`config.mk`:
```
export PLATFORM = sky130hd
export DESIGN_NAME = puf_resp_reader_flat
export DESIGN_NICKNAME = d
export VERILOG_FILES = /design/src/rtl/puf_resp_reader_pkg.sv /design/src/rtl/puf_resp_reader_if.sv /design/src/rtl/puf_resp_reader_popcount.sv /design/src/rtl/puf_resp_reader.sv /design/src/flat_wrapper.sv
export SDC_FILE = /design/constraint.sdc
export NUM_CORES = 1
export LEC_CHECK = 0
export ABC_CLOCK_PERIOD_IN_PS = 4700
export BUFFER_PORTS_ARGS = -buffer_cell sky130_fd_sc_hd__buf_2
export CORE_ASPECT_RATIO = 0.6
export CORE_UTILIZATION = 51
export CTS_CLUSTER_SIZE = 12
export DETAILED_ROUTE_END_ITERATION = 6
export GPL_TIMING_DRIVEN = 0
export PLACE_DENSITY = 0.74
export SYNTH_ARGS = -nofsm -noshare
export SYNTH_HDL_FRONTEND = slang
export SYNTH_SLANG_ARGS = --single-unit
```
`constraint.sdc`:
```
create_clock -name clk -period 4.7 [get_ports clk]
set_input_delay 0.705 -clock clk [delete_from_list [all_inputs] [get_ports clk]]
set_output_delay 0.705 -clock clk [all_outputs]
set_load 0.05 [all_outputs]
```
`src/rtl/puf_resp_reader_pkg.sv`:
```
// Shared types and constants for the PUF response reader: FSM state encoding,
// result widths and a constant-evaluable ceil(log2) helper.
package puf_resp_reader_pkg;

  localparam int RESP_W_DEF = 16;
  localparam int HD_W       = 5;

  typedef enum logic [2:0] {
    ST_IDLE,
    ST_REQ,
    ST_GAP,
    ST_EVAL,
    ST_DONE
  } state_e;

  // Never returns 0 so that derived counter widths stay legal.
  function automatic int clog2(input int v);
    int r;
    r = 0;
    while ((1 << r) < v) r++;
    return (r < 1) ? 1 : r;
  endfunction

endpackage

```
`src/rtl/puf_resp_reader_if.sv`:
```
// PUF core link: level request with challenge out, one-cycle ack strobe with response back.
// No backpressure; the reader holds puf_req until ack or timeout.
interface puf_resp_reader_if #(
  parameter int RESP_W = 16
);
  logic [RESP_W-1:0] puf_chal;
  logic              puf_req;
  logic [RESP_W-1:0] puf_resp;
  logic              puf_ack;

  modport master (
    output puf_chal,
    output puf_req,
    input  puf_resp,
    input  puf_ack
  );

  modport slave (
    input  puf_chal,
    input  puf_req,
    output puf_resp,
    output puf_ack
  );
endinterface

```
`src/rtl/puf_resp_reader_popcount.sv`:
```
// Combinational population count of a W-bit vector; zero latency, no handshake.
module puf_popcount
  import puf_resp_reader_pkg::*;
#(
  parameter int W = 16
) (
  input  logic [W-1:0]    vec_i,
  output logic [HD_W-1:0] cnt_o
);

  always_comb begin
    cnt_o = '0;
    for (int i = 0; i < W; i++) begin
      cnt_o = cnt_o + HD_W'(vec_i[i]);
    end
  end

endmodule

```
`src/rtl/puf_resp_reader.sv`:
```
// PUF reader: NREP req/ack evaluations, per-bit majority vote, HD check against reference.
// Latency 2*NREP+1 edges after the start edge with immediate acks; PUF stalls bounded by TIMEOUT.
module puf_resp_reader
  import puf_resp_reader_pkg::*;
#(
  parameter int RESP_W  = RESP_W_DEF,
  parameter int NREP    = 5,
  parameter int TIMEOUT = 1023
) (
  input  logic              clk,
  input  logic              rst_n,
  input  logic              start,
  input  logic [RESP_W-1:0] chal,
  input  logic [RESP_W-1:0] ref_resp,
  input  logic [HD_W-1:0]   hd_thresh,
  puf_resp_reader_if.master puf,
  output logic [RESP_W-1:0] resp,
  output logic [HD_W-1:0]   hd,
  output logic              pass,
  output logic              timeout,
  output logic              done,
  output logic              busy
);

  localparam int VW = clog2(NREP + 1);
  localparam int TW = clog2(TIMEOUT + 1);

  state_e            state_q, state_d;
  logic [RESP_W-1:0] chal_q, chal_d, ref_q, ref_d, resp_q, resp_d;
  logic [HD_W-1:0]   thr_q, thr_d, hd_q, hd_d;
  logic              pass_q, pass_d, tmo_q, tmo_d;
  logic [VW-1:0]     rep_q, rep_d;
  logic [TW-1:0]     timer_q, timer_d;
  logic [VW-1:0]     vote_q [RESP_W];
  logic [VW-1:0]     vote_d [RESP_W];
  logic [RESP_W-1:0] voted;
  logic [HD_W-1:0]   hd_eval;

  always_comb begin
    voted = '0;
    for (int i = 0; i < RESP_W; i++) begin
      voted[i] = (vote_q[i] > VW'(NREP / 2));
    end
  end

  puf_popcount #(.W(RESP_W)) u_popcount (
    .vec_i (voted ^ ref_q),
    .cnt_o (hd_eval)
  );

  always_comb begin
    state_d = state_q;
    chal_d  = chal_q;
    ref_d   = ref_q;
    thr_d   = thr_q;
    resp_d  = resp_q;
    hd_d    = hd_q;
    pass_d  = pass_q;
    tmo_d   = tmo_q;
    rep_d   = rep_q;
    timer_d = '0;
    vote_d  = vote_q;
    unique case (state_q)
      ST_IDLE: begin
        if (start) begin
          chal_d  = chal;
          ref_d   = ref_resp;
          thr_d   = hd_thresh;
          resp_d  = '0;
          hd_d    = '0;
          pass_d  = 1'b0;
          tmo_d   = 1'b0;
          rep_d   = '0;
          for (int i = 0; i < RESP_W; i++) vote_d[i] = '0;
          state_d = ST_REQ;
        end
      end
      ST_REQ: begin
        if (puf.puf_ack) begin
          for (int i = 0; i < RESP_W; i++) begin
            vote_d[i] = vote_q[i] + VW'(puf.puf_resp[i]);
          end
          rep_d   = rep_q + VW'(1);
          state_d = ST_GAP;
        end else if (timer_q == TW'(TIMEOUT - 1)) begin
          // Abort: results are forced to a failing, all-zero verdict.
          tmo_d   = 1'b1;
          pass_d  = 1'b0;
          hd_d    = '0;
          resp_d  = '0;
          state_d = ST_DONE;
        end else begin
          timer_d = timer_q + TW'(1);
        end
      end
      ST_GAP:  state_d = (rep_q < VW'(NREP)) ? ST_REQ : ST_EVAL;
      ST_EVAL: begin
        resp_d  = voted;
        hd_d    = hd_eval;
        pass_d  = (hd_eval <= thr_q);
        state_d = ST_DONE;
      end
      ST_DONE: state_d = ST_IDLE;
      default: state_d = ST_IDLE;
    endcase
  end

  always_ff @(posedge clk) begin
    if (!rst_n) begin
      state_q <= ST_IDLE;
      chal_q  <= '0;
      ref_q   <= '0;
      thr_q   <= '0;
      resp_q  <= '0;
      hd_q    <= '0;
      pass_q  <= 1'b0;
      tmo_q   <= 1'b0;
      rep_q   <= '0;
      timer_q <= '0;
      for (int i = 0; i < RESP_W; i++) vote_q[i] <= '0;
    end else begin
      state_q <= state_d;
      chal_q  <= chal_d;
      ref_q   <= ref_d;
      thr_q   <= thr_d;
      resp_q  <= resp_d;
      hd_q    <= hd_d;
      pass_q  <= pass_d;
      tmo_q   <= tmo_d;
      rep_q   <= rep_d;
      timer_q <= timer_d;
      vote_q  <= vote_d;
    end
  end

  assign puf.puf_chal = chal_q;
  assign puf.puf_req  = (state_q == ST_REQ);
  assign resp         = resp_q;
  assign hd           = hd_q;
  assign pass         = pass_q;
  assign timeout      = tmo_q;
  assign done         = (state_q == ST_DONE);
  assign busy         = (state_q != ST_IDLE);

endmodule

```
`src/flat_wrapper.sv`:
```
// flat-port wrapper written by rule: the top's interface ports become plain ports
module puf_resp_reader_flat import puf_resp_reader_pkg::*;
#(
  parameter int RESP_W  = RESP_W_DEF,
  parameter int NREP    = 5,
  parameter int TIMEOUT = 1023
)
  (clk, rst_n, start, chal, ref_resp, hd_thresh, resp, hd, pass, timeout, done, busy, puf_puf_chal, puf_puf_req, puf_puf_resp, puf_puf_ack);
  puf_resp_reader_if #(.RESP_W(RESP_W)) puf_i ();
  input  logic clk;
  input  logic rst_n;
  input  logic start;
  input  logic [RESP_W-1:0] chal;
  input  logic [RESP_W-1:0] ref_resp;
  input  logic [HD_W-1:0] hd_thresh;
  output logic [RESP_W-1:0] resp;
  output logic [HD_W-1:0] hd;
  output logic pass;
  output logic timeout;
  output logic done;
  output logic busy;
  output wire logic [$bits(puf_i.puf_chal)-1:0] puf_puf_chal;
  output wire logic [$bits(puf_i.puf_req)-1:0] puf_puf_req;
  input wire logic [$bits(puf_i.puf_resp)-1:0] puf_puf_resp;
  input wire logic [$bits(puf_i.puf_ack)-1:0] puf_puf_ack;
  assign puf_puf_chal = puf_i.puf_chal;
  assign puf_puf_req = puf_i.puf_req;
  assign puf_i.puf_resp = puf_puf_resp;
  assign puf_i.puf_ack = puf_puf_ack;
  puf_resp_reader #(.RESP_W(RESP_W), .NREP(NREP), .TIMEOUT(TIMEOUT)) u_core (.clk(clk), .rst_n(rst_n), .start(start), .chal(chal), .ref_resp(ref_resp), .hd_thresh(hd_thresh), .puf(puf_i), .resp(resp), .hd(hd), .pass(pass), .timeout(timeout), .done(done), .busy(busy));
endmodule
```
==> results.txt <==
* Run status: complete, no violations
* Row Count: 29
- Across all register-to-register paths, the minimum setup slack is ~170 ps.
- WHS Path Cells: 2
- DR DRC count: 0
- Clock-pin slew was measured on the worst setup and hold paths at 60 ps.
- The tree built by TritonCTS fans out to 124 sinks.
- Crit path kind: reg2reg
* Vias per cell: 5.46
* Most area-consuming cells after synthesis: dfxtp_1, ha_1, nand2_1
- The die is roughly 140 um wide.
- At the pin with the least slew margin, the transition time is 696 ps.
* Count of cells along the worst register-to-register path: 18
- Nets: roughly 890
- The Yosys step of the flow raised 0 warnings.
- In this run the tightest slew margin relative to its limit is between 50% and 60%.
* Share of layout cells above drive strength 1: 25.6%
- In the synthesized netlist the async set-or-reset flop fraction comes to 0%.
* Number of buffer cells added on primary ports: 98
- After detailed placement, the design holds a cell count of approximately 890.
* Hold Crit Start: u_core.resp[7]
* Routed wire per std cell: 16.3 um
* Htree depth: 4
* Share of the synthesized netlist area taken by xor and xnor gates: between 6 and 7%
- Die footprint: 12000 um2
* Sum Neg Setup Slack: 0 ps
* Post-synthesis simple-gate area fraction: 16.9%
* Leakage dissipation: between 3 and 4 nW
* Startpoint type of the worst setup path: flip-flop
- Entering global routing, the biggest net connects 17 pins.
* FF+latch count, synth: approximately 120
- After detailed placement, the total cell area comes to between 6000 and 7000 um2.
- Counting the buffers created by CTS gives 17.
- Library cell with the largest summed area after synthesis: dfxtp_1
- Die height: around 85 um
- Clk network pwr share: 48.1%
- Pwr Density: about 410 nW/um2
- Compound-Gate Fraction of Synth Area: between 10% and 20%
* Synthesized instance count: 654
* Buffer depth of the longest clock path: 2
- The initial antenna violation count is 0.
* Share of the yosys chip area belonging to registers: about 42%
* Switching share of power: 26.4%
- For met1 alone, demand over resource in global routing was between 30% and 40%.
* Fraction of power consumed by combinational cells: ~16%
* Required arrival time at the worst endpoint: between 5000 and 6000 ps
- Most common cell in the synthesized netlist: nand2_1
- GP Congestion: 0.823
- Worst slack at placement: -131 ps
* Area of the placeable core: 10900 um2
- Mapped Nets: 766
- Critical R2R Launch: u_core.vote_q[37]
- The path with the worst hold slack has its endpoint at u_core.resp[7].
* Max capacitance violation total: 0
- Based on the critical path, the design can be clocked at up to 221 MHz.
- After detailed routing, the total wire length is 15.2 mm.
- Clock tree from TritonCTS: yes
- The total overflow left after global routing is 0.
* Crit path capture type: flip-flop
- GRT Util Overall: roughly a quarter
* Terminus of the critical flop-to-flop path: u_core.pass
- The synthesized design contains 0 enable-type register cells.
- For the worst-skew pair, the clock arrives at the later sink with an insertion delay of approximately 420 ps.
- On the final layout, the worst clock skew is roughly 10 ps.
* Cell at the root of the clock tree: clkbuf_16
* Met2 capacity usage during global routing: ~40%
- Proportion of power drawn by flip-flops and latches: between 30% and 40%
- For this run, the leading register cell type out of synthesis is dfxtp_1.
* Design Area, Final: approximately 7500 um2
- Number of search-and-repair iterations in the first detailed-routing pass: 5
- Overall power after layout: slightly above 3 mW
- Summed over all nets, the half-perimeter wirelength after detailed placement is between 10 and 15 mm.
- First-pass GRT wire length: between 20 and 25 mm
- Final worst setup slack: around 170 ps
* Global routing met3 resource utilization: under 10%
- The path class of the tightest hold or removal check is reg2reg.
- Final Util: between 60% and 70%
- Setup violations remaining at the end of the flow were counted as 0.
* Peak ir drop on the vdd network: 0.330 mV
* Hold Vio Cnt, Final: 0
- met2 is the most crowded layer.
- Initial core utilization: a little over half
- Data arrival, critical path: 4840 ps
- After synthesis, the mean cell area works out to 9.00 um2.
- The repair_antennas step left the layout with diodes totalling 0.
* Top Ports: about 100
* CTS hold repair buffers: 0
* Number of nets still failing antenna checks after routing: 0
- Proportion of netlist area held by the largest area contributor: 42.2%
* Count of vias placed by the detailed router: slightly above 5000
* Distinct cell type count after synthesis: between 40 and 50
* Switching power: 0.812 mW
- Adder-Cell Fraction of Synth Area: approximately an eighth
* Worst hold slack: about 450 ps
- Mapped Area: ~5900 um2
- Measured against the total synthesized area, the mux share comes to less than 1%.
* Number of slew-limit violations in the final report: 0
- In this run the worst path has a maximum fanout of 3.
- Internal power: between 2 and 2.5 mW
- The first routing iteration left around 310 violations.
- The via count of the first global-routing pass is 4913.
- Top cells by instance count after synthesis: nand2_1, dfxtp_1, a21boi_0
- The smallest clock period supported by the final layout is computed as ~4500 ps.
- Filler-free cell count of the finished design: approximately 930
* Area growth from synthesis to layout: 27.1%
- Largest family of logic cells by synthesized area: simple AND/OR/NAND/NOR gates
* Final clock period utilization by the worst path: a little over nine tenths
power by group through the flow:
stage / clock network [mW] / logic, mW / registers (mW)
6_report: 1.48 / 0.492 / 1.11
5_1_grt: 1.54 / 0.548 / 1.11
4_1_cts: 1.49 / 0.476 / 1.10
3_5_place_dp: 0 / 0.466 / 1.13
3_3_place_gp: 0 / 0.449 / 1.12
2_1_floorplan: 0 / 0.294 / 1.16
critical path, cell delays in order, from the launching register on:
cell,delay [ps]
dfxtp_1,350
a21oi_4,230
xor2_1,200
fa_1,440
inv_1,90
fa_2,440
fa_1,480
inv_1,40
fa_1,430
inv_1,80
ha_2,190
inv_2,40
fa_2,550
inv_1,50
ha_1,260
nand4_1,120
o221ai_1,190
o21ai_1,90
o2bb2ai_1,130
logic make-up (layout without fill, tap and decap cells):
| group | Yosys count | count (layout) |
|---|---|---|
| fa+ha+maj | 55 | 55 |
| xor+xnor | 43 | 43 |
| simple gates | 230 | 230 |
| compound gates | 140 | 140 |
| buf+inv | 61 | 199 |
| mux | 1 | 1 |
| flops | 124 | 124 |
cell usage in the layout, fill, tap and decap left out, types with 12 or more instances in the layout:
cell | netlist | final
buf_2 | 10 | 108
xor2_1 | 25 | 24
o21ai_0 | 20 | 19
clkbuf_1 | 21 | 21
clkbuf_16 | 0 | 17
a21boi_0 | 59 | 59
o22ai_1 | 17 | 17
inv_1 | 22 | 21
ha_1 | 45 | 43
nor2_1 | 34 | 34
dfxtp_1 | 124 | 114
nand2_1 | 139 | 139
a21boi_1 | 12 | 12
nand3_1 | 37 | 37
metal layers:
metal / share of wire, % / up-vias
li1: - / 2454
met1: 47 / 2440
met2: 45 / 170
met3: 6.6 / 17
met4: 1.1 / 0
met5: 0 / -
registers in the layout (all words and copies together) (netlist names), 3 cells and up:
name                 flops
u_core.vote_q           48
u_core.puf.puf_chal     16
u_core.ref_q            16
u_core.resp             16
u_core.timer_q          10
u_core.hd                5
u_core.thr_q             5
u_core.rep_q             3
u_core.state_q           3
worst max path at each step:
stage          cells after the start         startpoint          end
3_3_place_gp                      18  u_core.vote_q[43]  u_core.pass
6_report                          18  u_core.vote_q[37]  u_core.pass
3_5_place_dp                      18  u_core.vote_q[43]  u_core.pass
5_1_grt                           17  u_core.vote_q[30]  u_core.pass
2_1_floorplan                     18  u_core.vote_q[46]  u_core.pass
4_1_cts                           19  u_core.vote_q[42]  u_core.pass
area by class of cell:
type                       count  area [um2]
tap                          139         174
buffer                        39         218
multi-input combinational    469        3290
fill                         858        3400
timing repair buffer         106         551
clock buffer                  21         480
clock inverter                11         186
sequential                   124        2500
inverter                      22        82.6
timing repair:
item,4_1_cts,5_1_grt
pin swaps,3,25
resized for setup,6,40
buffers inserted,1,7
setup endpoints to repair,1,1
Power figures use the tool's default switching activity.
